`src/rtl/scan_bus_pkg.sv`:
```
// Shared types and constants for the scan-chain bus sequencer.
//   state_t : sequencer states
//   cmd_t   : command latched from the scan chain on an accepted trigger
package scan_bus_pkg;

  localparam int unsigned ADDR_W       = 20;
  localparam int unsigned DATA_W       = 32;
  localparam int unsigned BUS_ADDR_W   = ADDR_W - 2;

  // addr[18] picks group B; bus_addr[11] picks ctrl register (1) vs SRAM (0)
  localparam int unsigned GRP_SEL_BIT  = 18;
  localparam int unsigned CTRL_SEL_BIT = 11;

  localparam int unsigned ST_W         = 3;
  localparam int unsigned ST_ILLEGAL   = 0;
  localparam int unsigned ST_TIMEOUT   = 1;
  localparam int unsigned ST_OVERRUN   = 2;

  typedef enum logic [1:0] {
    IDLE  = 2'd0,
    CHECK = 2'd1,
    REQ   = 2'd2
  } state_t;

  typedef struct packed {
    logic              we;
    logic [ADDR_W-1:0] addr;
    logic [DATA_W-1:0] wdata;
  } cmd_t;

endpackage

```
`src/rtl/scan_id_sync.sv`:
```
// Brings the asynchronous scan_id toggle into the clk domain and turns each
// level change into a one-cycle trigger.
//   clk, rst : clock and (already synchronised) active-high reset
//   scan_id  : transaction toggle from the scan domain
//   trig_c   : combinational one-cycle trigger pulse
module scan_id_sync #(
  parameter int unsigned SYNC_STAGES = 2
) (
  input  logic clk,
  input  logic rst,
  input  logic scan_id,
  output logic trig_c
);

  logic [SYNC_STAGES-1:0] sync_q;
  logic                   hist_q;
  logic                   primed_q;

  // Synchroniser chain has no reset so it keeps tracking scan_id while reset is
  // held; the history flop then primes to the true level and a stale scan_id
  // does not look like a toggle once reset is released.
  always_ff @(posedge clk) begin
    sync_q <= {sync_q[SYNC_STAGES-2:0], scan_id};
  end

  // History flop; the first cycle out of reset only primes it.
  always_ff @(posedge clk or posedge rst) begin
    if (rst) begin
      hist_q   <= 1'b0;
      primed_q <= 1'b0;
    end else begin
      hist_q   <= sync_q[SYNC_STAGES-1];
      primed_q <= 1'b1;
    end
  end

  assign trig_c = primed_q & (sync_q[SYNC_STAGES-1] ^ hist_q);

endmodule

```
`src/rtl/scan_bus_ctrl.sv`:
```
// Chip-side sequencer behind the scan chain: runs one bus transaction per
// scan_id toggle, routes it to group A/B by addr[18], and captures the result.
//   clk, rst                    : clock, async active-high reset
//   scan_wen/ren/addr/wdata     : scan-loaded command (static)
//   scan_id                     : transaction toggle, async to clk
//   grp_a_req, grp_b_req        : per-group request, held until ack/timeout
//   bus_we, bus_addr, bus_wdata : shared bus fields, stable during REQ
//   grp_x_ack, grp_x_rdata      : per-group completion and read data
//   scan_rdata, scan_ready      : captured result for scan read-back
//   status                      : sticky {overrun, timeout, illegal}
module scan_bus_ctrl
  import scan_bus_pkg::*;
#(
  parameter int unsigned TIMEOUT     = 32,
  parameter int unsigned SYNC_STAGES = 2
) (
  input  logic                  clk,
  input  logic                  rst,
  input  logic                  scan_wen,
  input  logic                  scan_ren,
  input  logic [ADDR_W-1:0]     scan_addr,
  input  logic [DATA_W-1:0]     scan_wdata,
  input  logic                  scan_id,
  output logic                  grp_a_req,
  output logic                  grp_b_req,
  output logic                  bus_we,
  output logic [BUS_ADDR_W-1:0] bus_addr,
  output logic [DATA_W-1:0]     bus_wdata,
  input  logic                  grp_a_ack,
  input  logic                  grp_b_ack,
  input  logic [DATA_W-1:0]     grp_a_rdata,
  input  logic [DATA_W-1:0]     grp_b_rdata,
  output logic [DATA_W-1:0]     scan_rdata,
  output logic                  scan_ready,
  output logic [ST_W-1:0]       status
);

  localparam int unsigned CNT_W = (TIMEOUT > 2) ? $clog2(TIMEOUT) : 1;

  // Reset: asserts asynchronously, releases on a clk edge.
  logic [1:0] rst_pipe_q;
  logic       rst_i;

  always_ff @(posedge clk or posedge rst) begin
    if (rst) rst_pipe_q <= 2'b11;
    else     rst_pipe_q <= {rst_pipe_q[0], 1'b0};
  end

  assign rst_i = rst_pipe_q[1];

  logic trig_c;

  scan_id_sync #(
    .SYNC_STAGES (SYNC_STAGES)
  ) u_sync (
    .clk     (clk),
    .rst     (rst_i),
    .scan_id (scan_id),
    .trig_c  (trig_c)
  );

  state_t                state_q, state_d;
  cmd_t                  cmd_q, cmd_d;
  logic                  ren_q, ren_d;
  logic [CNT_W-1:0]      cnt_q, cnt_d;
  logic                  grp_a_req_d, grp_b_req_d, bus_we_d, scan_ready_d;
  logic [BUS_ADDR_W-1:0] bus_addr_d;
  logic [DATA_W-1:0]     bus_wdata_d, scan_rdata_d;
  logic [ST_W-1:0]       status_d;
  logic                  sel_b, ack_sel;
  logic                  unused_addr_msb;

  assign sel_b           = cmd_q.addr[GRP_SEL_BIT];
  assign ack_sel         = sel_b ? grp_b_ack : grp_a_ack;
  assign unused_addr_msb = cmd_q.addr[ADDR_W-1];

  // Next-state and registered-output logic.
  always_comb begin
    state_d      = state_q;
    cmd_d        = cmd_q;
    ren_d        = ren_q;
    cnt_d        = cnt_q;
    grp_a_req_d  = grp_a_req;
    grp_b_req_d  = grp_b_req;
    bus_we_d     = bus_we;
    bus_addr_d   = bus_addr;
    bus_wdata_d  = bus_wdata;
    scan_rdata_d = scan_rdata;
    scan_ready_d = scan_ready;
    status_d     = status;

    case (state_q)
      IDLE: begin
        if (trig_c) begin
          cmd_d.we               = scan_wen;
          cmd_d.addr             = scan_addr;
          cmd_d.wdata            = scan_wdata;
          ren_d                  = scan_ren;
          scan_ready_d           = 1'b0;
          status_d[ST_TIMEOUT]   = 1'b0;
          status_d[ST_ILLEGAL]   = 1'b0;
          state_d                = CHECK;
        end
      end
      CHECK: begin
        if (cmd_q.we == ren_q) begin
          status_d[ST_ILLEGAL] = 1'b1;
          state_d              = IDLE;
        end else begin
          bus_we_d    = cmd_q.we;
          bus_addr_d  = cmd_q.addr[BUS_ADDR_W-1:0];
          bus_wdata_d = cmd_q.wdata;
          grp_a_req_d = ~sel_b;
          grp_b_req_d = sel_b;
          cnt_d       = '0;
          // A read starts from a cleared capture so a timeout leaves it empty.
          if (!cmd_q.we) scan_rdata_d = '0;
          state_d     = REQ;
        end
      end
      REQ: begin
        // Ack beats a coincident timeout.
        if (ack_sel) begin
          grp_a_req_d  = 1'b0;
          grp_b_req_d  = 1'b0;
          scan_ready_d = 1'b1;
          if (!bus_we) scan_rdata_d = sel_b ? grp_b_rdata : grp_a_rdata;
          state_d      = IDLE;
        end else if (cnt_q == CNT_W'(TIMEOUT - 1)) begin
          grp_a_req_d          = 1'b0;
          grp_b_req_d          = 1'b0;
          status_d[ST_TIMEOUT] = 1'b1;
          state_d              = IDLE;
        end else begin
          cnt_d = cnt_q + 1'b1;
        end
      end
      default: begin
        state_d = IDLE;
      end
    endcase

    // Triggers arriving mid-transaction are dropped but remembered.
    if (trig_c && (state_q != IDLE)) status_d[ST_OVERRUN] = 1'b1;
  end

  // State and output registers.
  always_ff @(posedge clk or posedge rst_i) begin
    if (rst_i) begin
      state_q    <= IDLE;
      cmd_q      <= '0;
      ren_q      <= 1'b0;
      cnt_q      <= '0;
      grp_a_req  <= 1'b0;
      grp_b_req  <= 1'b0;
      bus_we     <= 1'b0;
      bus_addr   <= '0;
      bus_wdata  <= '0;
      scan_rdata <= '0;
      scan_ready <= 1'b0;
      status     <= '0;
    end else begin
      state_q    <= state_d;
      cmd_q      <= cmd_d;
      ren_q      <= ren_d;
      cnt_q      <= cnt_d;
      grp_a_req  <= grp_a_req_d;
      grp_b_req  <= grp_b_req_d;
      bus_we     <= bus_we_d;
      bus_addr   <= bus_addr_d;
      bus_wdata  <= bus_wdata_d;
      scan_rdata <= scan_rdata_d;
      scan_ready <= scan_ready_d;
      status     <= status_d;
    end
  end

endmodule

```
`config.mk`:
```
export PLATFORM = sky130hd
export DESIGN_NAME = scan_bus_ctrl
export DESIGN_NICKNAME = d
export VERILOG_FILES = /design/src/rtl/scan_bus_pkg.sv /design/src/rtl/scan_id_sync.sv /design/src/rtl/scan_bus_ctrl.sv
export SDC_FILE = /design/constraint.sdc
export NUM_CORES = 1
export LEC_CHECK = 0
export CAP_MARGIN = 40
export CORE_MARGIN = 2
export CORE_UTILIZATION = 49
export DETAILED_ROUTE_END_ITERATION = 8
export GPL_ROUTABILITY_DRIVEN = 0
export HOLD_SLACK_MARGIN = 0.08
export MAX_ROUTING_LAYER = met4
export PLACE_DENSITY_LB_ADDON = 0.15
export SYNTH_ARGS = -nofsm -noshare
export SYNTH_HDL_FRONTEND = slang
export SYNTH_SLANG_ARGS = --single-unit
```
`constraint.sdc`:
```
create_clock -name clk -period 8.5 [get_ports clk]
set_input_delay 0.85 -clock clk [delete_from_list [all_inputs] [get_ports clk]]
set_output_delay 0.85 -clock clk [all_outputs]
set_load 0.05 [all_outputs]
```
==> impl_metrics.py <==
metrics = {
    "clocking": {
        "cts_tree": "done",
        "cts_buffers": 17,
        "cts_root_buffer": "clkbuf_16",
        "clock_sink_count": 155,
        "clk_pin_slew_ns": 0.06,
        "htreeDepth": 4,
        "cts_resized": 0,
        "clk_path_buf_depth": 2,
        "cts_setup_buffers": 0,
        "ctsHoldBuffers": 0,
        "clk_latency_ns": 0.42,
    },
    "yosys": {
        "synth-simple-area-share_pct": 5.15,
        "ys_ff_latch": 155,
        "synthXorXnorAreaFrac_pct": 0.411,
        "synthMuxAreaShare_pct": 23.8,
        "synth_nets": 569,
        "yosys.area_share.adder_pct": 0.391,
        "synth_cell_types": 36,
        "syn_inst": 444,
        "synth_top_area_share_pct": 59.1,
        "ys_warn_count": 0,
        "synth_compound_area_share_pct": 6.30,
        "ys_seq_area_share_pct": 60.5,
        "syn_area_sq_mm": 0.00639,
        "synth_top_family_by_area": "multiplexers",
        "synth_area_per_cell_sq_um": 14.4,
        "yosys.area.top_type": "dfrtp_1",
        "synth_area_leaders": "dfrtp_1 (59%), mux2_2 (18%), mux2i_1 (5.5%)",
    },
    "global_route": {
        "use_met1_pct": 26.4,
        "grt_antenna_before_repair": 0,
        "grtUsageTotal_pct": 23.8,
        "grt_pass1_vias": 4961,
        "grt_pass1_wl_um": 25400,
        "busiest_layer": "met2",
        "grt_overflow_total": 0,
        "grt_max_degree": 96,
        "use_met3_pct": 7.19,
        "gr-usage-met2_pct": 40.2,
    },
    "drt": {
        "wl_per_cell_um": 18.2,
        "first_pass_iters": 4,
        "drc": 0,
        "vias": 4468,
        "drt_iter0_drc": 228,
        "wirelength_um": 15200,
        "ant_nets": 0,
        "via_per_inst": 5.36,
    },
    "status": {
        "status": "completed",
    },
    "power": {
        "sequentialPowerShare_pct": 32.0,
        "pwr-share-comb_pct": 45.7,
        "max-vdd-ir-drop_v": 0.000301,
        "internal_power_mw": 2.38,
        "p_clk_share_pct": 22.3,
        "cellLeakagePower_nw": 3.96,
        "p_per_area_mw_per_mm2": 419,
        "p_sw_share_pct": 39.4,
        "p_sw_mw": 1.54,
    },
    "finish": {
        "fin_nets": 773,
        "multi_input_area_sq_mm": 0.00233,
        "syn_to_final_growth_pct": 46.3,
        "fin_util_pct": 73.8,
        "layoutNonFillerInstCount": 833,
        "fillers": 870,
        "diodes": 0,
        "drive_gt1_share_pct": 23.3,
        "regArea_sq_mm": 0.00387,
    },
    "worst_setup_path": {
        "critPathBufInv": 2,
        "r2r_cells": 4,
        "path_cells": "buf_4 > clkdlybuf4s50_1",
        "cp.required_ns": 7.65,
        "startpoint_type": "flop",
        "path_class": "reg2out",
        "crit_fanout": 36,
        "crit_family": "buffers and inverters",
        "max_stage_delay_ns": 0.88,
        "crit_path_end_kind": "output pin",
        "cp.depth": 2,
        "critPathSlowestCell": "clkdlybuf4s50_1",
        "crit_arrival_ns": 1.97,
    },
    "floorplan": {
        "rows": 41,
        "die-width_um": 118,
        "start_util_pct": 50.5,
        "coreArea_sq_mm": 0.0127,
        "die_h_um": 118,
        "die_area_sq_mm": 0.0140,
        "io_pins": 212,
    },
    "place": {
        "io_buffers": 210,
        "hpwl_um": 10400,
        "placedCellCount": 801,
    },
    "flow_run": {
        "drv_cap": 0,
    },
    "sta": {
        "maxSlewHeadroom_pct": 45.4,
        "max_freq_ghz": 0.355,
        "finalHoldViolations": 0,
        "tightest_slew_ns": 0.819,
        "timing.hold.ws_ns": 0.328,
        "final-setup-viol-count": 0,
        "rsz0062_at_grt": "false",
        "slew_viol_final": 0,
        "period_needed_ns": 2.82,
        "fin_setup_tns_ns": 0,
        "skew_ns": 0.00508,
        "fin_crit_sh_pct": 33.1,
    },
    "worst_hold_path": {
        "hold_path.class": "reg2reg",
        "hold_depth": 0,
    },
}
routing by layer:
metal  up-vias  part of all wire [%]
li1       2053                     -
met1      2250                    39
met2       136                    52
met3        29                   6.4
met4         0                   2.3
met5         -                     0
worst reg2reg max path: stages, from the launching register on:
cell	delay [ns]
dfrtp_2	0.67
mux2i_4	0.63
or3_1	0.34
buf_8	0.25
a31o_1	0.20
cell usage in the layout (no fill, tap or decap), types with 4 or more instances in the layout:
master,netlist,routed
inv_1,7,6
nand3_1,5,4
dfrtp_1,151,150
clkbuf_8,0,4
clkdlybuf4s50_1,0,210
clkbuf_16,0,17
buf_4,1,6
nor4_1,32,32
mux2_2,104,104
a31o_1,30,30
o211ai_1,4,4
mux2i_1,35,34
nand2_1,6,5
bufinv_16,0,6
stage by stage:
| step | worst slack (ns) | total power [mW] | cell area (sq um) |
|---|---|---|---|
| 2_1_floorplan | 4.11 | 2.46 | 6390 |
| 3_3_place_gp | 5.03 | 2.98 | 8600 |
| 3_5_place_dp | 5.86 | 3.06 | 8660 |
| 4_1_cts | 5.67 | 3.95 | 9350 |
| 5_1_grt | 5.62 | 4.10 | 9350 |
| 6_report | 5.68 | 3.92 | 9350 |
cell families after synthesis:
group,after synthesis
AOI/OAI and AO/OA,46
buffers and inverters,41
and+or+nand+nor,56
DFF,155
other,2
muxes,139
xor gates and xnor gates,3
adders and majority gates,2
layout make-up:
class                      instances  share of cell area, %
clock inverter                    10                   2.23
clock buffer                      22                   5.18
sequential                       155                   41.4
inverter                           7                  0.334
multi-input combinational        248                   24.9
timing repair buffer             219                   23.6
tap                              172                   2.30
registers in the layout (all words and copies together), names as in the netlist:
register,flops
cmd_q,52
bus_wdata,32
scan_rdata,32
bus_addr,18
cnt_q,5
status,3
rst_pipe_q,2
state_q,2
u_sync.sync_q,2
bus_we,1
grp_a_req,1
grp_b_req,1
ren_q,1
scan_ready,1
u_sync.hist_q,1
u_sync.primed_q,1
synthesized netlist by cell type (all sizes together):
master and count:
xnor2 1, and3 2, nand3b 1, or3 2, conb 2, clkbuf 11
nor4 32, dfstp 2, inv 7, ha 2, xor2 2, nor2b 2
o22ai 1, dfrtp 151, mux2i 35, a22o 2, o211ai 4, buf 23
a31o 32, o21bai 1, nand3 5, nand4 2, nand2b 2, nor3b 1
o221ai 1, a21oi 1, o32ai 1, o21ai 2, nand2 6, mux2 104
nor2 1, a32o 1, dfxtp 2
power by group through the flow:
stage	combinational [mW]	clock, mW	sequential [mW]
5_1_grt	1.88	0.918	1.30
6_report	1.79	0.873	1.25
4_1_cts	1.81	0.885	1.26
3_5_place_dp	1.80	0	1.26
3_3_place_gp	1.73	0	1.26
2_1_floorplan	0.609	0	1.85
final timing paths:
check	startpoint	endpoint	slack (ns)
worst max-delay path	bus_we	bus_we	5.68
max in group asynchronous	rst_pipe_q[1]	bus_wdata[11]	6.83
min in group asynchronous	rst_pipe_q[1]	cmd_q[41]	0.43
worst min-delay path	u_sync.sync_q[0]	u_sync.sync_q[1]	0.33
worst max register to register	cmd_q[50]	scan_rdata[0]	6.35
worst min register to register	u_sync.sync_q[0]	u_sync.sync_q[1]	0.33
Power figures use the tool's default switching activity.
